**config.mk**
```make
export PLATFORM = sky130hd
export DESIGN_NAME = otter_hazard_unit
export DESIGN_NICKNAME = d
export VERILOG_FILES = /design/src/rtl/otter_hazard_unit.sv
export SDC_FILE = /design/constraint.sdc
export NUM_CORES = 1
export LEC_CHECK = 0
export CORE_MARGIN = 4
export CORE_UTILIZATION = 53
export DETAILED_ROUTE_END_ITERATION = 6
export PLACE_DENSITY = 0.88
export SYNTH_ARGS = -nofsm -noshare
export SYNTH_HDL_FRONTEND = slang
export SYNTH_SLANG_ARGS = --single-unit
```
**constraint.sdc**
```tcl
create_clock -name i_clk -period 9.3 [get_ports i_clk]
set_input_delay 2.79 -clock i_clk [delete_from_list [all_inputs] [get_ports i_clk]]
set_output_delay 2.79 -clock i_clk [all_outputs]
set_load 0.03 [all_outputs]
```
**src/rtl/otter_hazard_unit.sv**
```systemverilog
// Hazard and forwarding controller for the pipelined OTTER core.
// A scoreboard of in-flight destinations drives forwarding selects, load-use stalls and branch flushes.
module otter_hazard_unit #(
    parameter int DEPTH        = 3,
    parameter int LOAD_AVAIL   = 2,
    parameter int REDIRECT_LAT = 0,
    parameter int CNT_W        = 16,
    localparam int SW          = $clog2(DEPTH + 1)
) (
    input  logic             i_clk,
    input  logic             i_rst_n,
    input  logic             i_id_valid,
    input  logic [4:0]       i_id_rs1,
    input  logic [4:0]       i_id_rs2,
    input  logic             i_id_rs1_used,
    input  logic             i_id_rs2_used,
    input  logic [4:0]       i_id_rd,
    input  logic             i_id_rd_used,
    input  logic             i_id_is_load,
    input  logic             i_br_taken,
    output logic             o_stall_if,
    output logic             o_stall_id,
    output logic             o_flush_if,
    output logic             o_flush_id,
    output logic             o_bubble_ex,
    output logic [SW-1:0]    o_fwd_a_sel,
    output logic [SW-1:0]    o_fwd_b_sel,
    output logic [CNT_W-1:0] o_stall_cnt,
    output logic [CNT_W-1:0] o_flush_cnt
);

    localparam int FW = (REDIRECT_LAT > 0) ? $clog2(REDIRECT_LAT + 1) : 1;
    localparam logic [SW-1:0] LOAD_AVAIL_SEL = SW'(LOAD_AVAIL);

    logic                  r_active;
    logic [DEPTH:1]        r_sb_valid;
    logic [DEPTH:1][4:0]   r_sb_rd;
    logic [DEPTH:1]        r_sb_load;
    logic [FW-1:0]         r_flush_cnt;
    logic [CNT_W-1:0]      r_stall_cnt;
    logic [CNT_W-1:0]      r_flush_evt_cnt;

    logic [SW-1:0]         w_a_sel;
    logic [SW-1:0]         w_b_sel;
    logic                  w_a_load;
    logic                  w_b_load;
    logic                  w_stall_raw;
    logic                  w_stall;
    logic                  w_flush;
    logic                  w_kill;
    logic                  w_new_valid;

    // Descending scan so the youngest (smallest k) matching writer wins.
    always_comb begin
        w_a_sel  = '0;
        w_a_load = 1'b0;
        w_b_sel  = '0;
        w_b_load = 1'b0;
        for (int k = DEPTH; k >= 1; k--) begin
            if (i_id_rs1_used && (i_id_rs1 != 5'd0) && r_sb_valid[k] && (r_sb_rd[k] == i_id_rs1)) begin
                w_a_sel  = SW'(k);
                w_a_load = r_sb_load[k];
            end
            if (i_id_rs2_used && (i_id_rs2 != 5'd0) && r_sb_valid[k] && (r_sb_rd[k] == i_id_rs2)) begin
                w_b_sel  = SW'(k);
                w_b_load = r_sb_load[k];
            end
        end
    end

    assign w_stall_raw = r_active && ((w_a_load && (w_a_sel < LOAD_AVAIL_SEL)) ||
                                      (w_b_load && (w_b_sel < LOAD_AVAIL_SEL)));
    assign w_flush     = r_active && (i_br_taken || (r_flush_cnt != '0));
    assign w_stall     = w_stall_raw && !w_flush;
    assign w_kill      = w_stall || w_flush;
    assign w_new_valid = i_id_valid && i_id_rd_used && (i_id_rd != 5'd0) && !w_kill;

    assign o_stall_if  = w_stall;
    assign o_stall_id  = w_stall;
    assign o_flush_if  = w_flush;
    assign o_flush_id  = w_flush;
    assign o_bubble_ex = w_kill;
    assign o_fwd_a_sel = (r_active && !w_stall) ? w_a_sel : '0;
    assign o_fwd_b_sel = (r_active && !w_stall) ? w_b_sel : '0;
    assign o_stall_cnt = r_stall_cnt;
    assign o_flush_cnt = r_flush_evt_cnt;

    // r_active keeps every output quiet for the first cycle after reset release.
    always_ff @(posedge i_clk or negedge i_rst_n) begin
        if (!i_rst_n) begin
            r_active        <= 1'b0;
            r_sb_valid      <= '0;
            r_sb_rd         <= '0;
            r_sb_load       <= '0;
            r_flush_cnt     <= '0;
            r_stall_cnt     <= '0;
            r_flush_evt_cnt <= '0;
        end else begin
            r_active   <= 1'b1;
            r_sb_valid <= {r_sb_valid[DEPTH-1:1], w_new_valid};
            r_sb_rd    <= {r_sb_rd[DEPTH-1:1], i_id_rd};
            r_sb_load  <= {r_sb_load[DEPTH-1:1], i_id_is_load};

            if (r_active && i_br_taken) begin
                r_flush_cnt <= FW'(REDIRECT_LAT);
            end else if (r_flush_cnt != '0) begin
                r_flush_cnt <= r_flush_cnt - 1'b1;
            end

            if (w_stall && (r_stall_cnt != '1)) begin
                r_stall_cnt <= r_stall_cnt + 1'b1;
            end

            if (r_active && i_br_taken && (r_flush_evt_cnt != '1)) begin
                r_flush_evt_cnt <= r_flush_evt_cnt + 1'b1;
            end
        end
    end

endmodule
```
## Yosys cells after proc, flatten, opt, wreduce, memory -nomap -nowiden

Cells that the tools add are included.

- Add/sub/neg operators: 3
- Order comparisons: 2
- Eq/ne operators: 8
- Multiplexer cells: 16
- Reduce and logical (&&, ||, !) cells: 35

Operators by type and width:

| operator | number |
|---|---|
| adder 16 x 1 -> 16 bit, second input constant | 2 |
| inequality test 16 bit, second input constant | 2 |
| equality test 5 bit | 6 |
| logical AND 1 bit | 26 |
| 2-to-1 mux 2 bit | 8 |
| nonzero test 5 bit | 3 |
| 2-to-1 mux 1 bit | 8 |
| less-than comparator 2 bit, second input constant | 2 |
| logical NOT 1 bit | 3 |
| logical OR 1 bit | 3 |
| subtractor 1 bit, second input constant | 1 |

- Register bits: 55
- Bits of input ports: 23
- Output and inout port bits: 41

## Logic depth before layout (Yosys ltp)

Gate-level depths: netlist of the first run.

- Depth after elaboration: 15
- Depth in mapped cells: 7
- Mapped depth without buffers: 6

## Worst setup path before layout of the first run

OpenSTA, ideal clock, no wires.

- Path type: in2out
- From: input i_id_rs2[1]
- To: output o_fwd_a_sel[0]
- Arrival: 4.489 ns
- Data required time: 6.510 ns
- Slack: 2.021 ns
- Stages: 6
- Buffers on the path: 0
- Cells stage by stage: or4_1 o21ai_1 nand4b_2 and2_1 o21ai_1 a21oi_1

- Word-level cells in the longest chain between the ends: 15

RTL lines:

| element | line | source |
|---|---|---|
| start, declared | 14 | `input logic [4:0] i_id_rs2,` |
| nonzero test 5 bit | 64 | `if (i_id_rs2_used && (i_id_rs2 != 5'd0) && r_sb_valid[k] && (r_sb_rd[k] == i_id_rs2)) begin` |
| logical AND 1 bit (3 in a row) | 64 |  |
| 2-to-1 mux 2 bit (3 in a row) | 64 |  |
| less-than comparator 2 bit | 72 | `(w_b_load && (w_b_sel < LOAD_AVAIL_SEL)));` |
| logical AND 1 bit * | 72 |  |
| logical OR 1 bit * | 71 | `assign w_stall_raw = r_active && ((w_a_load && (w_a_sel < LOAD_AVAIL_SEL)) \|\|` |
| logical AND 1 bit * | 71 |  |
| logical AND 1 bit * | 74 | `assign w_stall = w_stall_raw && !w_flush;` |
| logical NOT 1 bit * | 83 | `assign o_fwd_a_sel = (r_active && !w_stall) ? w_a_sel : '0;` |
| logical AND 1 bit * | 83 |  |
| 2-to-1 mux 2 bit * | 83 |  |
| end, declared | 26 | `output logic [SW-1:0] o_fwd_a_sel,` |

Mark *: on every way between the ends. The rest lies on a longest branch, timed or not.

## Final worst setup path of the first run

- From: input i_id_rs2[1]
- To: output o_fwd_b_sel[0]

- Word-level cells in the longest chain between the ends: 15

RTL lines:

| element | line | source |
|---|---|---|
| nonzero test 5 bit | 64 |  |
| logical AND 1 bit (3 in a row) | 64 |  |
| 2-to-1 mux 2 bit (3 in a row) | 64 |  |
| less-than comparator 2 bit | 72 |  |
| logical AND 1 bit | 72 |  |
| logical OR 1 bit | 71 |  |
| logical AND 1 bit | 71 |  |
| logical AND 1 bit | 74 |  |
| logical NOT 1 bit | 84 | `assign o_fwd_b_sel = (r_active && !w_stall) ? w_b_sel : '0;` |
| logical AND 1 bit | 84 |  |
| 2-to-1 mux 2 bit * | 84 |  |
| end, declared | 27 | `output logic [SW-1:0] o_fwd_b_sel,` |

Marks and branches as above.

==> impl_metrics.json, run 1 <==
{
  "cts-resized-gates": 0,
  "slew-limit-headroom_pct": 52.1,
  "timing.final.crit_share_pct": 89.1,
  "dieArea_um2": 5980,
  "grt_pass1_vias": 1993,
  "avgRoutedWirePerCell_um": 15.5,
  "die_y_um": 77.4,
  "synth-main-ff-cell": "dfrtp_1",
  "setup_violations": 0,
  "fin_nets": 322,
  "route.detailed.drc": 0,
  "report.final.hold_viol_count": 0,
  "synthCells": 229,
  "synthSimpleGateAreaFrac_pct": 20.5,
  "dp.cells": 342,
  "path_clk_slew_ps": 90,
  "worstMarginPinSlew_ps": 718,
  "syn_avg_cell_area_um2": 11.1,
  "grt_max_degree": 53,
  "end_kind": "primary output",
  "min_path_type": "flop to flop",
  "drive_gt1_share_pct": 7.38,
  "fp-row-count": 24,
  "outcome": "finished clean",
  "fp.dieW_um": 77.4,
  "syn-num-nets": 254,
  "via_count": 1859,
  "vdd_drop_max_uv": 197,
  "cts_hold_buf": 0,
  "yosys_register_bits": 52,
  "synth-warning-count": 0,
  "n_antenna_cell": 0,
  "start_util_pct": 56.6,
  "core_um2": 4500,
  "clk_latency_ps": 300,
  "avgViaCountPerCell": 5.31,
  "hpwl_um": 4270,
  "max_freq_ghz": 0.121,
  "antenna_left": 0,
  "critPathMaxFanout": 5,
  "final.setup.tns_ps": 0,
  "syn_to_final_growth_pct": 30.0,
  "worst_setup_path_start_kind": "input port",
  "ys_async_sr_fraction_pct": 100,
  "grt.total_usage_pct": 19.8,
  "maxSlewViolCount": 0,
  "synth_cell_types": 35,
  "synthAdderAreaFrac_pct": 0.981,
  "synth_xor_area_share_pct": 20.9,
  "powerDensity_nw_per_um2": 152,
  "ys_seq_area_share_pct": 51.0,
  "port_buffers": 63,
  "ios": 64,
  "gp_congestion": 0.899,
  "crit_arrival_ps": 5500,
  "first_pass_iters": 4,
  "drv_cap": 0,
  "clockRootBuffer": "clkbuf_8",
  "path_class": "input port to primary output",
  "drtIter0Drc": 77,
  "clockBufferDepth": 2,
  "mappedNetlistArea_um2": 2550,
  "finalPower_mw": 0.504,
  "worstPathRequired_ps": 6510,
  "synth-edff-count": 0,
  "fin_skew_ps": 4.90,
  "h-tree-depth": 2,
  "rsz0062_at_grt": "no",
  "clkSinkCount": 52,
  "cts_buffers": 5,
  "cts_tree": "yes",
  "routed_wl_um": 5430,
  "synthMuxAreaShare_pct": 0.883,
  "cts_setup_buffers": 0,
  "antenna_found_initial": 0,
  "nFillCells": 328,
  "grt.overflow.total": 0,
  "synth_compound_area_share_pct": 3.78,
  "p_leak_nw": 1.41,
  "final_cells": 350,
  "synth_top_family_by_area": "XOR/XNOR gates",
  "period_needed_ps": 8290,
  "grt_pass1_wl_um": 9480
}
-- worst max-delay path, stage by stage --
cell	delay (ps)
clkdlybuf4s50_1	500
or4_1	560
o21ai_1	250
nand4b_2	250
and2_1	190
o21ai_1	120
a21oi_1	150
clkdlybuf4s50_1	690
-- per-layer routing --
layer / up-vias / wire (um) / track usage, %
met1: 886 / 2560 / 27.4
li1: 919 / - / -
met3: 4 / 271 / 4.98
met2: 50 / 2560 / 31.4
met4: 0 / 38 / 4.98
met5: - / 0 / 0
-- through the flow --
step	instance area (um^2)	utilization (%)	setup slack (ps)	hold WS [ps]
global placement	3220	71.5	1110	414
finish	3320	73.6	1010	427
floorplan	2550	-	2020	373
global route	3320	73.6	802	446
detailed placement	3220	71.5	984	409
CTS	3320	73.6	979	429
-- registers in the layout, indices dropped and copies added (netlist names) --
signal       count
o_flush_cnt     16
o_stall_cnt     16
r_sb_rd         15
r_sb_valid       3
r_active         1
r_sb_load        1
-- Yosys cell counts, types with 2 or more instances --
| master | n | share of area (%) |
|---|---|---|
| mux2_2 | 2 | 0.88 |
| xnor2_1 | 35 | 12 |
| nor4_1 | 3 | 0.74 |
| inv_1 | 5 | 0.74 |
| a31oi_1 | 2 | 0.49 |
| nand3_2 | 4 | 1.6 |
| or4_1 | 2 | 0.59 |
| dfrtp_1 | 52 | 51 |
| nor2_1 | 18 | 2.6 |
| xor2_1 | 24 | 8.2 |
| buf_4 | 2 | 0.59 |
| a21oi_1 | 3 | 0.59 |
| ha_1 | 2 | 0.98 |
| o21ai_1 | 3 | 0.59 |
| nand3_1 | 9 | 1.8 |
| o21ai_0 | 4 | 0.79 |
| nand4_1 | 13 | 3.2 |
| and3_1 | 4 | 0.98 |
| nand2_1 | 18 | 2.6 |
| nand4b_2 | 2 | 1.2 |
| and2_1 | 3 | 0.74 |
| nor3_1 | 6 | 1.2 |
-- final cells by class --
cell class	count	area, um^2	area share [%]
Tap cell	52	65.1	1.96
Clock inverter	1	7.51	0.226
Inverter	5	18.8	0.566
Sequential cell	52	1300	39.2
Clock buffer	7	86.3	2.60
Multi-Input combinational cell	169	1200	36.3
Timing Repair Buffer	64	633	19.1
-- worst paths after layout --
check                              start               to  slack (ps)  cells past startpoint
max                          i_id_rs2[1]   o_fwd_b_sel[0]        1010                      8
min                        r_sb_valid[2]    r_sb_valid[3]         430                      0
max reg2reg                   r_sb_rd[0]  o_stall_cnt[14]        6820                      6
min reg2reg                r_sb_valid[2]    r_sb_valid[3]         430                      0
max in group asynchronous        i_rst_n   o_stall_cnt[7]        6300                      2
min in group asynchronous        i_rst_n       r_sb_rd[8]        2590                      2
-- power breakdown --
part / switching, mW / leakage, nW / internal [mW]
Clock: 0.0711 / 0.0445 / 0.0606
Combinational: 0.0559 / 0.703 / 0.0497
Sequential: 0.0238 / 0.665 / 0.243
-- cells by family (layout without fill, tap and decap cells) --
kind of cell / count (synthesis) / in the layout
compound gates: 14 / 14
xor+xnor: 60 / 60
fa+ha+maj: 2 / 2
buf+inv: 8 / 77
flops: 52 / 52
mux: 2 / 2
other cells: 1 / 1
simple gates: 90 / 90
-- cells in the final DEF (no fill, tap or decap), drive strengths merged, types with 4 or more instances in the layout --
master and n:
clkdlybuf4s50 62, dfrtp 52, xnor2 36, xor2 24
nand2 18, nor2 18, nand4 14, nand3 13
clkbuf 7, o21ai 7, nor3 6, inv 5
and3 4, nor4 4
(Power assumes the default switching activity.)
==> inputs of run 2 (changes only) <==
--- a/config.mk
+++ b/config.mk
@@ -6,9 +6,10 @@
 export NUM_CORES = 1
 export LEC_CHECK = 0
 export CORE_MARGIN = 4
-export CORE_UTILIZATION = 53
+export CORE_UTILIZATION = 45
 export DETAILED_ROUTE_END_ITERATION = 6
-export PLACE_DENSITY = 0.88
+export MAX_ROUTING_LAYER = met4
+export PLACE_DENSITY_LB_ADDON = 0.15
 export SYNTH_ARGS = -nofsm -noshare
 export SYNTH_HDL_FRONTEND = slang
 export SYNTH_SLANG_ARGS = --single-unit
==> run 2 against run 1 <==
  * Global-route usage fell by 3.5 points
  * Final cell count up 5.7%
  * Sequential power is essentially flat
  * Die area is 16% higher
  * Clock skew up 4.3 ps
  * Wire length shrank 3.1%
  * Critical endpoint unchanged
  * Register-to-register slack worse by 40 ps
  * Sequential cell count did not move
  * Final area increased by 0.75%
  * Clock-buffer cell count unchanged
  * Non-clock buffer count unchanged
==> impl_metrics.json, run 2 (synthesis gave the netlist of run 1 again) <==
{
  "path_clk_slew_ps": 90,
  "final.setup.tns_ps": 0,
  "final_cell_mix": "62 x clkdlybuf4s50_1, 52 x dfrtp_1, 35 x xnor2_1",
  "grt_pass1_vias": 1878,
  "avgRoutedWirePerCell_um": 14.2,
  "cts_buffers": 5,
  "cts_tree": "yes",
  "gp_congestion": 0.897,
  "crit_arrival_ps": 5520,
  "routed_wl_um": 5260,
  "max_freq_ghz": 0.120,
  "n_antenna_cell": 0,
  "maxSlewViolCount": 0,
  "via_count": 1883,
  "rsz0062_at_grt": "no",
  "cts_hold_buf": 0,
  "end_kind": "primary output",
  "grt_max_degree": 53,
  "worst_setup_path_start_kind": "input port",
  "grt.overflow.total": 0,
  "h-tree-depth": 2,
  "clockBufferDepth": 2,
  "start_util_pct": 46.3,
  "grt_pass1_wl_um": 8910,
  "drv_cap": 0,
  "fp.dieW_um": 83.3,
  "cts-resized-gates": 0,
  "final_common_cell": "clkdlybuf4s50_1",
  "drive_gt1_share_pct": 7.38,
  "hpwl_um": 3930,
  "min_path_type": "flop to flop",
  "setup_violations": 0,
  "report.final.hold_viol_count": 0,
  "grt.total_usage_pct": 16.3,
  "worstPathRequired_ps": 6510,
  "fin_skew_ps": 9.22,
  "path_class": "input port to primary output",
  "ios": 64,
  "die_y_um": 83.3,
  "hold_depth": 0,
  "route.detailed.drc": 0,
  "fin_nets": 322,
  "nFillCells": 452,
  "utilization_pct": 60.7,
  "core_um2": 5510,
  "vdd_drop_max_uv": 200,
  "first_pass_iters": 4,
  "fp-row-count": 27,
  "antenna_left": 0,
  "worstMarginPinSlew_ps": 750,
  "cts_setup_buffers": 0,
  "port_buffers": 63,
  "fin_hold_ws_ps": 452,
  "timing.final.crit_share_pct": 89.3,
  "p_leak_nw": 1.41,
  "slew-limit-headroom_pct": 50.0,
  "clockRootBuffer": "clkbuf_8",
  "antenna_found_initial": 0,
  "outcome": "finished clean",
  "dp.cells": 362,
  "critPathMaxFanout": 5,
  "reg2regPathDepth": 5,
  "clk_latency_ps": 300,
  "dieArea_um2": 6930,
  "syn_to_final_growth_pct": 31.0,
  "avgViaCountPerCell": 5.09,
  "clkSinkCount": 52,
  "period_needed_ps": 8310,
  "final_cells": 370,
  "powerDensity_nw_per_um2": 150,
  "drtIter0Drc": 78
}
run 2: final timing paths:
path	slack [ps]	to	from
min in group asynchronous	2580	o_stall_cnt[8]	i_rst_n
hold reg to reg	450	r_sb_rd[10]	r_sb_rd[5]
setup reg to reg	6780	o_stall_cnt[1]	r_sb_rd[0]
hold / removal	450	r_sb_rd[10]	r_sb_rd[5]
setup / recovery	990	o_fwd_b_sel[0]	i_id_rs2[1]
max in group asynchronous	6280	o_flush_cnt[3]	i_rst_n
run 2: final cells by class:
type / count / area, um^2 / share of cell area [%]
well taps: 72 / 90.1 / 2.70
inverters: 5 / 18.8 / 0.562
multi-input cells: 169 / 1200 / 36.0
repair buffers: 64 / 633 / 19.0
clock inverters: 1 / 7.51 / 0.225
flip-flops and latches: 52 / 1300 / 39.0
clock buffers: 7 / 86.3 / 2.58
run 2: report_power, final:
part,internal (mW),switching (mW)
clock network,0.0606,0.0713
registers,0.243,0.0234
logic,0.0496,0.0550
run 2: metrics by stage:
stage	setup slack (ps)	total power, mW	instance area, um^2
after floorplan	2020	0.323	2550
after global placement	1090	0.375	3250
after detailed placement	1010	0.376	3250
after CTS	1000	0.509	3340
after global routing	828	0.527	3340
final	994	0.503	3340
run 2: routing by layer:
layer	vias to the layer above	GRT usage [%]	routed length [um]
met2	50	25.1	2480
li1	918	-	-
met1	909	21.2	2430
met5	-	-	0
met4	0	4.01	57
met3	6	4.66	293
run 2: worst max-delay path, stage by stage:
cell             delay (ps)
clkdlybuf4s50_1         490
or4_1                   570
o21ai_1                 240
nand4b_2                240
and2_1                  200
o21ai_1                 130
a21oi_1                 160
clkdlybuf4s50_1         690
==> inputs of run 3 (changes only) <==
--- a/config.mk
+++ b/config.mk
@@ -6,7 +6,7 @@
 export NUM_CORES = 1
 export LEC_CHECK = 0
 export CORE_MARGIN = 4
-export CORE_UTILIZATION = 45
+export CORE_UTILIZATION = 35
 export DETAILED_ROUTE_END_ITERATION = 6
 export MAX_ROUTING_LAYER = met4
 export PLACE_DENSITY_LB_ADDON = 0.15
==> run 3 against run 2 <==
  * First-iteration DRC count decreased by 23%
  * Wire length increased by 5.2%
  * Via count decreased by 3.5%
  * Register-to-register slack improved by 30 ps
  * Sequential power about the same
  * Clock skew decreased by 3.3 ps
  * Utilization decreased by 12 points
  * Sequential share of layout area decreased by 0.72 points
  * Final cell count increased by 6.5%
  * Maximum frequency increased by 0.47%
  * Global-route usage decreased by 2.1 points
  * Largest power group unchanged
==> impl_metrics.json, run 3 (synthesis gave the netlist of run 1 again) <==
{
  "route.detailed.drc": 0,
  "worstMarginPinSlew_ps": 767,
  "reg2regPathDepth": 6,
  "powerDensity_nw_per_um2": 158,
  "n_antenna_cell": 0,
  "max_stage_delay_ps": 690,
  "drtIter0Drc": 60,
  "drive_gt1_share_pct": 7.72,
  "routed_wl_um": 5530,
  "slew-limit-headroom_pct": 48.9,
  "end_kind": "primary output",
  "report.final.hold_viol_count": 0,
  "grt.overflow.total": 0,
  "via_count": 1817,
  "holdPathEnd": "r_sb_rd[10]",
  "syn_to_final_growth_pct": 33.5,
  "h-tree-depth": 2,
  "ios": 64,
  "cts_tree": "yes",
  "cts_buffers": 5,
  "critPathBufInv": 2,
  "max_freq_ghz": 0.121,
  "p_leak_nw": 1.43,
  "reg2reg_slack_ps": 6810,
  "setup_violations": 0,
  "hold_depth": 0,
  "min_path_type": "flop to flop",
  "fin_nets": 322,
  "clockPowerShare_pct": 31.0,
  "die_y_um": 93.4,
  "final_cell_mix": "62 x clkdlybuf4s50_1, 52 x dfrtp_1, 35 x xnor2_1",
  "rr_startpoint": "r_sb_rd[0]",
  "hpwl_um": 4160,
  "gp_congestion": 0.819,
  "cts_hold_buf": 0,
  "port_buffers": 63,
  "grt_max_degree": 53,
  "placed_area_um2": 3280,
  "worst_setup_path_start_kind": "input port",
  "fp-row-count": 30,
  "fin_area_um2": 3400,
  "grt_pass1_vias": 1856,
  "outcome": "finished clean",
  "clkSinkCount": 52,
  "utilization_pct": 49.0,
  "path_clk_slew_ps": 80,
  "fin_hold_ws_ps": 451,
  "grt.total_usage_pct": 14.1,
  "p_int_mw": 0.387,
  "avgViaCountPerCell": 4.61,
  "final_common_cell": "clkdlybuf4s50_1",
  "fp.dieW_um": 93.4,
  "clockBufferDepth": 2,
  "cts-resized-gates": 0,
  "clk_latency_ps": 300,
  "critPathMaxFanout": 5,
  "start_util_pct": 36.7,
  "vdd_drop_max_uv": 149,
  "seqCellArea_um2": 1300,
  "maxSlewViolCount": 0,
  "avgRoutedWirePerCell_um": 14.0,
  "grt_pass1_wl_um": 9400,
  "combPwrFrac_pct": 19.5,
  "critical_path.top_delay_family": "buffers and inverters",
  "path_class": "input port to primary output",
  "cp_slowest_cell": "clkdlybuf4s50_1",
  "reg2reg_to": "o_stall_cnt[14]",
  "core_um2": 6940,
  "min_from": "r_sb_rd[5]",
  "first_pass_iters": 4,
  "antenna_found_initial": 0,
  "nFillCells": 645,
  "finalPower_mw": 0.538,
  "p_sw_share_pct": 28.1,
  "timing.final.crit_share_pct": 88.9,
  "p_seq_share_pct": 49.6,
  "period_needed_ps": 8270,
  "antenna_left": 0,
  "p_switching_mw": 0.151,
  "drv_cap": 0,
  "rsz0062_at_grt": "no",
  "dieArea_um2": 8720,
  "worstPathRequired_ps": 6510,
  "fin_skew_ps": 5.93,
  "final.setup.tns_ps": 0,
  "cts_setup_buffers": 0,
  "crit_arrival_ps": 5480,
  "multi_input_area_um2": 1200,
  "clockRootBuffer": "clkbuf_8",
  "path_cells": "clkdlybuf4s50_1, or4_1, o21ai_1, nand4b_2, and2_1, o21ai_1, a21oi_1, clkdlybuf4s50_1"
}
[run 3: cell types whose count changed in the layout (fill, tap and decap cells not counted)]
cell,previous run,this run
clkbuf_8,6,7
bufinv_16,0,1
clkbuf_1,1,0
clkinvlp_4,1,0
[run 3: worst max-delay path by stage]
stage,end,from,cells after the start,slack [ps]
6_report,o_fwd_b_sel[0],i_id_rs1[1],8,1030
5_1_grt,o_fwd_b_sel[0],i_id_rs2[1],8,820
4_1_cts,o_fwd_b_sel[0],i_id_rs2[1],8,1030
3_5_place_dp,o_fwd_b_sel[0],i_id_rs2[1],8,1030
3_3_place_gp,o_fwd_b_sel[0],i_id_rs2[1],8,1080
2_1_floorplan,o_fwd_a_sel[0],i_id_rs2[1],6,2020
[run 3: power by group through the flow]
stage               clock (mW)  sequential, mW  combinational [mW]
CTS                      0.174           0.266               0.106
global placement             0           0.270               0.106
finish                   0.167           0.267               0.105
detailed placement           0           0.270               0.106
global route             0.183           0.270               0.114
floorplan                    0           0.290              0.0333
[run 3: area by class of cell]
type,instances,area share [%]
repair buffers,64,18.6
clock buffers,7,2.83
flip-flops and latches,52,38.2
clock inverters,1,0.882
inverters,5,0.551
well taps,96,3.53
multi-input cells,169,35.4
[run 3: per-layer routing]
layer | global-route usage [%] | part of all wire, % | vias to the layer above
met1 | 19.7 | 49 | 846
li1 | - | - | 919
met2 | 20.4 | 45 | 46
met4 | 4.03 | 0.99 | 0
met5 | - | 0 | -
met3 | 3.54 | 4.8 | 6
[run 3: metrics by stage]
step,setup WS [ps],instances
after floorplan,2020,229
after global placement,1080,386
after detailed placement,1030,386
after CTS,1030,394
after global routing,817,394
final,1030,394
